**src/rtl/psram_frame_arbiter.sv**
```systemverilog
// PSRAM frame arbiter: shares one PSRAM command port between a camera write
// stream and a VGA read stream, double-buffering frames across two banks.
//
// Handshake: cmd_valid/cmd_we/cmd_addr are held stable while cmd_valid is high;
// a command is accepted on a clock edge where cmd_valid & cmd_ready are both 1,
// and cmd_valid drops on the following cycle. cmd_ready has no effect while
// cmd_valid is 0. After acceptance the arbiter waits for a burst_done pulse.
module psram_frame_arbiter #(
    parameter int BURST_LEN     = 64,
    parameter int FRAME_WORDS   = 786432,
    parameter int RD_FIFO_DEPTH = 512
) (
    input  logic        sys_clk,
    input  logic        sys_rst_n,
    input  logic        init_calib,
    input  logic        wr_load,
    input  logic        rd_load,
    input  logic [9:0]  wr_fifo_cnt,
    input  logic [9:0]  rd_fifo_cnt,
    input  logic        cmd_ready,
    input  logic        burst_done,
    output logic        cmd_valid,
    output logic        cmd_we,
    output logic [20:0] cmd_addr,
    output logic        wr_bank,
    output logic        rd_bank,
    output logic        frame_swap,
    output logic        busy,
    output logic [1:0]  state_dbg
);

    typedef enum logic [1:0] {
        S_IDLE = 2'd0,
        S_ARB  = 2'd1,
        S_CMD  = 2'd2,
        S_WAIT = 2'd3
    } state_t;

    localparam logic [9:0]  L_BURST_CNT = 10'(BURST_LEN);
    localparam logic [9:0]  L_RD_THRESH = 10'(RD_FIFO_DEPTH - BURST_LEN);
    localparam logic [20:0] L_BURST_OFF = 21'(BURST_LEN);
    localparam logic [20:0] L_FRAME_END = 21'(FRAME_WORDS);

    state_t      r_state;
    logic        r_cmd_valid;
    logic        r_cmd_we;
    logic [20:0] r_cmd_addr;
    logic        r_busy;
    logic        r_last_wr;
    logic [19:0] r_wr_off;
    logic [19:0] r_rd_off;
    logic        r_wr_bank;
    logic        r_rd_bank;
    logic        r_frame_swap;

    logic        w_wr_req;
    logic        w_rd_req;
    logic        w_rd_urgent;
    logic        w_grant_wr;
    logic        w_accept;
    logic        w_wr_adv;
    logic        w_rd_adv;
    logic [20:0] w_wr_sum;
    logic [20:0] w_rd_sum;
    logic        w_wr_wrap;
    logic        w_rd_wrap;
    logic        w_wr_bank_nxt;

    assign w_wr_req    = (wr_fifo_cnt >= L_BURST_CNT);
    assign w_rd_req    = (rd_fifo_cnt <= L_RD_THRESH);
    assign w_rd_urgent = (rd_fifo_cnt < L_BURST_CNT);
    // Urgent read first; on contention alternate against the last grant.
    assign w_grant_wr  = !w_rd_urgent && w_wr_req && (!w_rd_req || !r_last_wr);

    // A calibration drop in the same cycle as cmd_ready cancels the handshake.
    assign w_accept = (r_state == S_CMD) && r_cmd_valid && cmd_ready && init_calib;
    // A load in the same cycle as an advance wins and suppresses the wrap.
    assign w_wr_adv = w_accept && r_cmd_we && !wr_load;
    assign w_rd_adv = w_accept && !r_cmd_we && !rd_load;

    assign w_wr_sum  = {1'b0, r_wr_off} + L_BURST_OFF;
    assign w_rd_sum  = {1'b0, r_rd_off} + L_BURST_OFF;
    assign w_wr_wrap = (w_wr_sum == L_FRAME_END);
    assign w_rd_wrap = (w_rd_sum == L_FRAME_END);
    assign w_wr_bank_nxt = r_wr_bank ^ (w_wr_adv && w_wr_wrap);

    // Command FSM: arbitration, registered command outputs and busy flag.
    always_ff @(posedge sys_clk or negedge sys_rst_n) begin
        if (!sys_rst_n) begin
            r_state     <= S_IDLE;
            r_cmd_valid <= 1'b0;
            r_cmd_we    <= 1'b0;
            r_cmd_addr  <= 21'd0;
            r_busy      <= 1'b0;
            r_last_wr   <= 1'b0;
        end else if (!init_calib) begin
            r_state     <= S_IDLE;
            r_cmd_valid <= 1'b0;
            r_busy      <= 1'b0;
        end else begin
            case (r_state)
                S_IDLE: begin
                    r_state <= S_ARB;
                end
                S_ARB: begin
                    if (w_wr_req || w_rd_req) begin
                        r_state     <= S_CMD;
                        r_cmd_valid <= 1'b1;
                        r_cmd_we    <= w_grant_wr;
                        r_cmd_addr  <= w_grant_wr ? {r_wr_bank, r_wr_off}
                                                  : {r_rd_bank, r_rd_off};
                        r_last_wr   <= w_grant_wr;
                        r_busy      <= 1'b1;
                    end
                end
                S_CMD: begin
                    if (r_cmd_valid && cmd_ready) begin
                        r_state     <= S_WAIT;
                        r_cmd_valid <= 1'b0;
                    end
                end
                S_WAIT: begin
                    if (burst_done) begin
                        r_state <= S_ARB;
                        r_busy  <= 1'b0;
                    end
                end
                default: begin
                    r_state <= S_IDLE;
                end
            endcase
        end
    end

    // Frame offsets and banks: advance on acceptance, wrap at frame end.
    always_ff @(posedge sys_clk or negedge sys_rst_n) begin
        if (!sys_rst_n) begin
            r_wr_off     <= 20'd0;
            r_rd_off     <= 20'd0;
            r_wr_bank    <= 1'b0;
            r_rd_bank    <= 1'b1;
            r_frame_swap <= 1'b0;
        end else begin
            r_frame_swap <= w_wr_adv && w_wr_wrap;
            r_wr_bank    <= w_wr_bank_nxt;
            if (wr_load) begin
                r_wr_off <= 20'd0;
            end else if (w_wr_adv) begin
                r_wr_off <= w_wr_wrap ? 20'd0 : w_wr_sum[19:0];
            end
            if (rd_load) begin
                r_rd_off <= 20'd0;
            end else if (w_rd_adv) begin
                r_rd_off <= w_rd_wrap ? 20'd0 : w_rd_sum[19:0];
            end
            // Reader follows the most recently completed write frame.
            if (w_rd_adv && w_rd_wrap) begin
                r_rd_bank <= ~w_wr_bank_nxt;
            end
        end
    end

    assign cmd_valid  = r_cmd_valid;
    assign cmd_we     = r_cmd_we;
    assign cmd_addr   = r_cmd_addr;
    assign wr_bank    = r_wr_bank;
    assign rd_bank    = r_rd_bank;
    assign frame_swap = r_frame_swap;
    assign busy       = r_busy;
    assign state_dbg  = r_state;

endmodule
```
**config.mk**
```make
export PLATFORM = sky130hd
export DESIGN_NAME = psram_frame_arbiter
export DESIGN_NICKNAME = d
export VERILOG_FILES = /design/src/rtl/psram_frame_arbiter.sv
export SDC_FILE = /design/constraint.sdc
export NUM_CORES = 1
export LEC_CHECK = 0
export ABC_AREA = 1
export ABC_CLOCK_PERIOD_IN_PS = 2500
export CAP_MARGIN = 20
export CORE_UTILIZATION = 39
export DETAILED_ROUTE_END_ITERATION = 12
export GPL_ROUTABILITY_DRIVEN = 1
export PLACE_DENSITY = 0.63
export REMOVE_ABC_BUFFERS = 1
export SYNTH_ARGS = -nofsm -noshare
export SYNTH_HDL_FRONTEND = slang
export SYNTH_SLANG_ARGS = --single-unit
```
**constraint.sdc**
```tcl
create_clock -name sys_clk -period 2.5 [get_ports sys_clk]
set_clock_uncertainty 0.2 [all_clocks]
set_input_delay 0.5 -clock sys_clk [delete_from_list [all_inputs] [get_ports sys_clk]]
set_output_delay 0.5 -clock sys_clk [all_outputs]
set_load 0.01 [all_outputs]
```
==> results.md, run 1 <==
- The global routing usage summed across all routing layers is 0.204.
- The clock insertion delay at the later pin of the skew report is 0.31 ns.
- The die covers 0.00852 mm2.
- TritonCTS created 5 clock buffers.
- The clock passes through at most 2 buffers.
- The half-perimeter wire length after placement is 6.22 mm.
- The part of the power in registers is 0.455.
- Yosys mapped the design onto 35 distinct sky130hd cell types.
- The count of warnings emitted by yosys is 0.
- The layout-stage area growth over the synthesis result is 20.9%.
- The mean instance size in the synthesized netlist is 7.13 um2.
- STA classifies the critical path startpoint as a register.
- The total wirelength of the detailed-routed design is 8.10 mm.
- The number of input and output port buffers inserted is 43.
- Leaving out filler cells and counting taps, the final layout contains 601.
- The layout cell share with drive strength beyond 1 is 0.0982.
- STA puts the critical path data required time at 2.56 ns.
- The number of antenna violations at the first check in global routing is 0.
- Counting every instance in the synthesized netlist gives 446.
- Setup repair after global routing left no endpoint under its margin.
- The wire length of the first global-routing pass is 13.8 mm.
- The path class of the lowest-slack min-delay path is primary input to async pin.
- For the pin with the worst max-slew slack, the measured transition is 0.655 ns.
- The setup total negative slack is 0 ns.
- In this run the critical register-to-register path is captured at rd_bank$_DFFE_PN1P_.
- The detail-routed net length per standard cell is 13.5 um.
- The first detailed-routing pass ran for 4 iterations.
- The final global-route overflow total is 0.
- The beginning of the worst register-to-register path is r_rd_off[7]$_DFFE_PN0P_.
- The flow ran to the end, and the final reports show no timing, DRC or antenna violations.
- The height of the chip is 92.3 um.
- The post-synthesis instance area is 0.00318 mm2.
- The minimum period implied by the final worst setup slack is 2.27 ns.
- The number of antenna repair diodes is 0.
- The number of global-route vias before repair is 2997.
- The arrival time at the worst endpoint is 2.34 ns.
- The static leakage is 1.61 nW.
- The internal portion of the total power is 1.62 mW.
- Headroom to the max-slew limit came out at 0.563.
- Setup violations remaining at the end of the flow were counted as 0.
- The effective utilization at floorplan is 0.407.
- Dividing the final minimum period by the clock period gives 0.908.
- Including well taps, the total number of placed cells is 593.
- Of the total power, the share spent switching nets is 0.331.
- The top-level I/O count is 56.
- For this design the ratio of total power to cell area is 629 mW/mm2.
- Dividing the detail-routed via count by the number of cells gives 5.09.
- The number of standard-cell rows in the floorplan is 32.
- For this run, design rule violations remaining after detail routing come to 0.
- The switching component of the power is 801 uW.
- The upper clock frequency limit is 440 MHz.
- The worst register-to-register path has a depth of 9.
- After clock tree synthesis, the clock-pin slew on the worst setup and hold paths is 0.09 ns.
- For this design, the sink count on the clock tree is 51.
- The internal reg-to-reg setup slack is 0.23 ns.
- The number of register bits inferred by synthesis is 51.
- The share of the yosys chip area belonging to registers is 0.402.
- The number of setup buffers added after CTS is 0.
- The total area inside the core boundary comes to 0.00781 mm2.
- The number of nets in the layout is 530.
- The largest voltage drop on the vdd net is 0.202 mV.
- The number of maximum-capacitance violations is 0.
- The pin count of the biggest net entering global routing is 52.
- In this run the remaining antenna-violating nets after routing total 0.
- The number of failing hold endpoints at the final stage is 0.
- The total count of max-transition violations in the final report was 0.
- In this run the worst path has a maximum fanout of 5.
- In this run, the number of DRC markers left after iteration 0 of detailed routing was 141.
- In this run the number of H-tree levels came out at 2.
- STA classifies the critical path endpoint as a register.
- The root buffer cell is sky130_fd_sc_hd__clkbuf_8.
- Routability-driven placement finished with a final weighted congestion of 0.920.
- The TritonCTS clock tree is built.
- The kind of critical path is register to register.
- Measured along the x axis, the die boundary spans 92.3 um.
- The total power consumption of the routed design is 2.42 mW.
- Of the total power, the clock network draws 0.197.
- Summing over every cut layer, the via total after detailed routing is 3059.
- Of the total power, combinational logic draws 0.348.
## worst max path at each step
stage	from	endpoint	slack [ns]	depth (start not counted)
global route	r_rd_off[7]$_DFFE_PN0P_	rd_bank$_DFFE_PN1P_	0.003	10
detailed placement	rd_fifo_cnt[4]	cmd_addr[17]$_DFFE_PN0P_	0.12	9
global placement	init_calib	rd_bank$_DFFE_PN1P_	0.15	10
floorplan	wr_fifo_cnt[9]	cmd_addr[10]$_DFFE_PN0P_	0.53	8
CTS	r_wr_off[7]$_DFFE_PN0P_	r_wr_off[6]$_DFFE_PN0P_	0.21	12
finish	r_rd_off[7]$_DFFE_PN0P_	rd_bank$_DFFE_PN1P_	0.23	9
## logic make-up (layout without fill, tap and decap cells)
kind of cell	count (synthesis)	in the layout	synth area share
XOR/XNOR	3	3	0.00827
AND/OR/NAND/NOR	248	248	0.357
other	1	6	0.00118
buffers and inverters	66	114	0.0874
AO/OA/AOI/OAI	72	72	0.125
flip-flops	51	51	0.402
adder cells (fa/ha/maj)	5	5	0.0197
## synthesized netlist by cell type (all sizes together)
| cell | instances | area share |
|---|---|---|
| clkbuf | 5 | 0.0059 |
| conb | 1 | 0.0012 |
| nand3 | 31 | 0.056 |
| nand4 | 17 | 0.033 |
| o21bai | 1 | 0.0024 |
| xnor2 | 1 | 0.0028 |
| dfrtp | 50 | 0.39 |
| nand2 | 125 | 0.15 |
| clkinv | 1 | 0.0012 |
| o31ai | 1 | 0.0024 |
| o21ai | 20 | 0.034 |
| ha | 5 | 0.020 |
| buf | 10 | 0.021 |
| xor2 | 2 | 0.0055 |
| nor4 | 2 | 0.0039 |
| dfstp | 1 | 0.0083 |
| nor3b | 1 | 0.0024 |
| nand3b | 2 | 0.0047 |
| and2 | 1 | 0.0020 |
| nor3 | 6 | 0.011 |
| o22ai | 14 | 0.028 |
| inv | 50 | 0.059 |
| nor2 | 63 | 0.091 |
| o41ai | 2 | 0.0055 |
| a21oi | 34 | 0.054 |
## state kept, by name, summed over array words and instances, names as in the netlist
name        flops
cmd_valid       1
r_wr_off       14
frame_swap      1
r_last_wr       1
wr_bank         1
r_rd_off       14
rd_bank         1
state_dbg       2
busy            1
cmd_addr       15
## placed cells by master, fill, tap and decap left out, types with 2 or more instances in the layout
cell	n
sky130_fd_sc_hd__nand2_1	119
sky130_fd_sc_hd__nor2_1	52
sky130_fd_sc_hd__dfrtp_1	50
sky130_fd_sc_hd__inv_1	46
sky130_fd_sc_hd__clkdlybuf4s50_1	42
sky130_fd_sc_hd__a21oi_1	34
sky130_fd_sc_hd__nand3_1	28
sky130_fd_sc_hd__nand4_1	17
sky130_fd_sc_hd__o22ai_1	14
sky130_fd_sc_hd__buf_4	12
sky130_fd_sc_hd__o21ai_0	11
sky130_fd_sc_hd__o21ai_1	7
sky130_fd_sc_hd__nand2_2	6
sky130_fd_sc_hd__nor2_2	6
sky130_fd_sc_hd__conb_1	6
sky130_fd_sc_hd__nor2_4	5
sky130_fd_sc_hd__nor3_1	5
sky130_fd_sc_hd__clkbuf_8	5
sky130_fd_sc_hd__inv_2	4
sky130_fd_sc_hd__ha_1	4
sky130_fd_sc_hd__o21ai_2	2
sky130_fd_sc_hd__nand3_2	2
sky130_fd_sc_hd__nor4_1	2
sky130_fd_sc_hd__o41ai_1	2
sky130_fd_sc_hd__nand3b_1	2
sky130_fd_sc_hd__xor2_1	2
## routing by layer
layer	routed length, um	GRT usage	vias up
li1	-	-	1562
met1	3830	0.269	1416
met2	3870	0.340	66
met3	244	0.0296	15
met4	159	0.0742	0
met5	0	0	-
## per-stage QoR
stage	utilization	setup slack (ns)	instance area, um2	hold slack, ns
CTS	0.492	0.207	3840	0.115
floorplan	-	0.529	3110	0.00441
global route	0.492	0.00337	3840	0.147
detailed placement	0.481	0.122	3750	0.272
global placement	0.481	0.145	3750	0.271
finish	0.492	0.229	3840	0.0779
## critical path, stage by stage (launching register included)
cell	delay (ns)
sky130_fd_sc_hd__dfrtp_1	0.44
sky130_fd_sc_hd__ha_1	0.28
sky130_fd_sc_hd__nand3_1	0.19
sky130_fd_sc_hd__nor2_1	0.20
sky130_fd_sc_hd__nand3_1	0.12
sky130_fd_sc_hd__a21oi_1	0.21
sky130_fd_sc_hd__nand2_1	0.10
sky130_fd_sc_hd__nor3_2	0.28
sky130_fd_sc_hd__nand3_1	0.12
sky130_fd_sc_hd__nand2_1	0.07
## cell type report
type	count	area, um2
Clock inverter	2	12.5
Clock buffer	6	72.6
Inverter	51	191
Multi-Input combinational cell	334	1650
Tap cell	102	128
Sequential cell	51	1280
Timing Repair Buffer	55	515
Fill cell	794	3970
## repair_timing
item	CTS	global route
hold buffers	0	0
setup endpoints to repair	0	1
gates resized for setup	0	1
## power by group through the flow
stage | logic, mW | registers (mW) | clock network (mW)
2_1_floorplan | 0.303 | 1.17 | 0
3_3_place_gp | 0.834 | 1.12 | 0
3_5_place_dp | 0.850 | 1.12 | 0
4_1_cts | 0.852 | 1.10 | 0.503
5_1_grt | 0.930 | 1.12 | 0.524
6_report | 0.840 | 1.10 | 0.476
Note: power is estimated with default switching activity, not from simulation.
==> run 2: changes to the inputs <==
CORE_ASPECT_RATIO = 0.9   (was unset)
==> results.md, run 2 (synthesis gave the netlist of run 1 again) <==
- The placed cell count is 587.
- The run finished with clean final reports.
- The relative contribution of combinational cells to total power is 0.341.
- The final layout contains routed wiring with a total length of 8.41 mm.
- The number of maximum-capacitance violations is 0.
- The arrival time at the worst endpoint is 2.29 ns.
- The die is 97.2 um wide.
- Counting the buffers created by CTS gives 5.
- The final global-route overflow total is 0.
- The static leakage is 1.65 nW.
- The number of global-route vias before repair is 2925.
- The share of total power dissipated in sequential elements is 0.443.
- Using the TritonRoute via totals, the vias-per-cell ratio works out to 5.33.
- The repair_antennas step left the layout with diodes totalling 0.
- The number of nets with antenna violations after detailed routing is 0.
- The number of failing hold endpoints at the final stage was 0.
- The maximum level of the CTS H-tree is 2.
- Based on the critical path, the design can be clocked at up to 436 MHz.
- The core footprint is 0.00773 mm2.
- In this design, the stage delay of the slowest critical-path cell is 0.43 ns.
- The switching component of the power is 821 uW.
- The half-perimeter wire length after placement is 6.30 mm.
- After detailed routing, the average wire length per cell comes to 14.1 um.
- The number of DRC markers after the initial detailed-route iteration is 186.
- The height of the chip is 87.7 um.
- Excluding fillers, the count of instances in the completed layout stands at 596.
- Compared with the post-synthesis result, the final layout area differs by 22.1%.
- The finished cells cover 0.00388 mm2.
- The kind of launch point of the worst setup path is a register.
- After layout, the design draws a total of 2.50 mW.
- In the final layout, the share of cells above drive strength 1 is 0.100.
- The setup total negative slack is 0 ns.
- For this run, the detailed router's first-pass iteration total came to 5.
- The top-level I/O count is 56.
- The cell-internal power is 1.68 mW.
- The post-place instance area is 0.00376 mm2.
- The CTS clock-pin slew for the worst setup and hold paths is 0.10 ns.
- The wire length of the first global-routing pass is 14.3 mm.
- The path class of the lowest-slack min-delay path is register to register.
- Buffers placed on the I/O ports in this run total 43.
- The post-detailed-route DRC marker count is 0.
- The number of setup buffers added after CTS is 0.
- The post-route clock period utilization is 0.916.
- The number of antenna violations at the first check in global routing is 0.
- In the layout the commonest cells are 119 x sky130_fd_sc_hd__nand2_1, 52 x sky130_fd_sc_hd__nor2_1, 50 x sky130_fd_sc_hd__dfrtp_1.
- The final layout contains 531 nets.
- The total of endpoints with negative setup slack in the final report is 0.
- The effective utilization at floorplan is 0.411.
- Along the worst path, the maximum fanout reaches 5.
- The switching power share of the total is 0.329.
- The worst-path cell with the longest stage delay is sky130_fd_sc_hd__dfrtp_1.
- The register with the most flip-flops in the layout has 15 of them.
- In this design, the largest share of critical-path delay is due to simple AND/OR/NAND/NOR gates.
- The maximum clock insertion buffer count is 2.
- The root buffer cell chosen for the clock tree is sky130_fd_sc_hd__clkbuf_8.
- Fill cells in the final layout number 780.
- Entering global routing, the biggest net connects 35 pins.
- The TritonCTS clock tree is built.
- The final weighted congestion of routability-driven global placement is 0.901.
- The total count of max-transition violations in the final report is 0.
- Setup repair after global routing left no endpoint under its margin.
- Dividing total power by cell area gives a power density of 643 mW/mm2.
- The die covers 0.00852 mm2.
- The clock insertion delay at the later pin of the skew report is 0.31 ns.
- The most common library cell in the layout ignoring fill and taps is sky130_fd_sc_hd__nand2_1.
- The kind of critical path is register to register.
- For the worst setup path, the data required time is 2.50 ns.
- The routed layout has 3174 vias.
- The floorplan has 30 rows.
- The worst setup path is captured at a register.
- The most frequent cell on the critical path is sky130_fd_sc_hd__nand2_1.
- Counting I/O delays and the setup requirement, the final critical path takes 2.29 ns.
- The share of total power dissipated in the clock network is 0.216.
- Walking the worst path, the cells encountered are ha_1 > nand2_1 > nor2_4 > nand3_4 > nand2_2 > nand2_1 > nor2_2 > nand2_1 > nor2_4 > nand2_1 > nand4_1 > o21ai_1.
- The clock net in this run drives a total of 51 sinks.
- For this run, the total global-route usage over all layers was measured as 0.208.
- The largest voltage drop on the vdd net is 0.392 mV.
- Counting both buffers and inverters, the worst setup path holds a total of 0.
run 2: worst paths after layout:
| path | start | endpoint | slack (ns) | cells past startpoint |
|---|---|---|---|---|
| setup / recovery | r_wr_off[7]$_DFFE_PN0P_ | r_wr_off[18]$_DFFE_PN0P_ | 0.21 | 12 |
| hold / removal | rd_bank$_DFFE_PN1P_ | rd_bank$_DFFE_PN1P_ | 0.29 | 2 |
| setup reg to reg | r_wr_off[7]$_DFFE_PN0P_ | r_wr_off[18]$_DFFE_PN0P_ | 0.21 | 12 |
| hold reg to reg | rd_bank$_DFFE_PN1P_ | rd_bank$_DFFE_PN1P_ | 0.29 | 2 |
| max in group asynchronous | sys_rst_n | rd_bank$_DFFE_PN1P_ | 1.02 | 3 |
| min in group asynchronous | sys_rst_n | r_rd_off[11]$_DFFE_PN0P_ | 0.48 | 2 |
run 2: layout make-up:
class	instances	area [um2]	area share
clock buffers	7	96.3	0.0248
clock inverters	1	7.51	0.00193
inverters	51	191	0.0493
multi-input cells	334	1650	0.425
flip-flops and latches	51	1280	0.329
well taps	96	120	0.0309
repair buffers	56	538	0.139
run 2: power groups by stage:
stage	sequential, mW	clock [mW]	combinational [mW]
after detailed placement	1.12	0	0.856
final	1.11	0.540	0.851
after global routing	1.13	0.570	0.942
after global placement	1.12	0	0.834
after floorplan	1.17	0	0.303
after CTS	1.11	0.551	0.861
run 2: worst min-delay path: stages, from the launching register on:
cell	delay, ns
sky130_fd_sc_hd__dfstp_2	0.39
sky130_fd_sc_hd__nand2_1	0.06
sky130_fd_sc_hd__nand2_1	0.05
run 2: routing by layer:
metal,track usage,up-vias,routed length [um]
met4,0.0516,0,99
met5,0,-,0
li1,-,1558,-
met1,0.292,1480,4200
met3,0.0343,16,451
met2,0.338,120,3660
run 2: metrics by stage:
stage                      util  hold WS (ns)  worst slack, ns
after global routing      0.502         0.308           0.0138
after CTS                 0.501         0.299            0.188
after global placement    0.486         0.271            0.160
final                     0.502         0.292            0.209
after floorplan               -       0.00441            0.529
after detailed placement  0.486         0.284            0.159
run 2: timing repair:
| item | 4_1_cts | 5_1_grt |
|---|---|---|
| hold buffers | 1 | 0 |
| endpoints found under the setup margin | 0 | 5 |
| endpoints found under the hold margin | 17 | 0 |
| gates resized for setup | 0 | 2 |
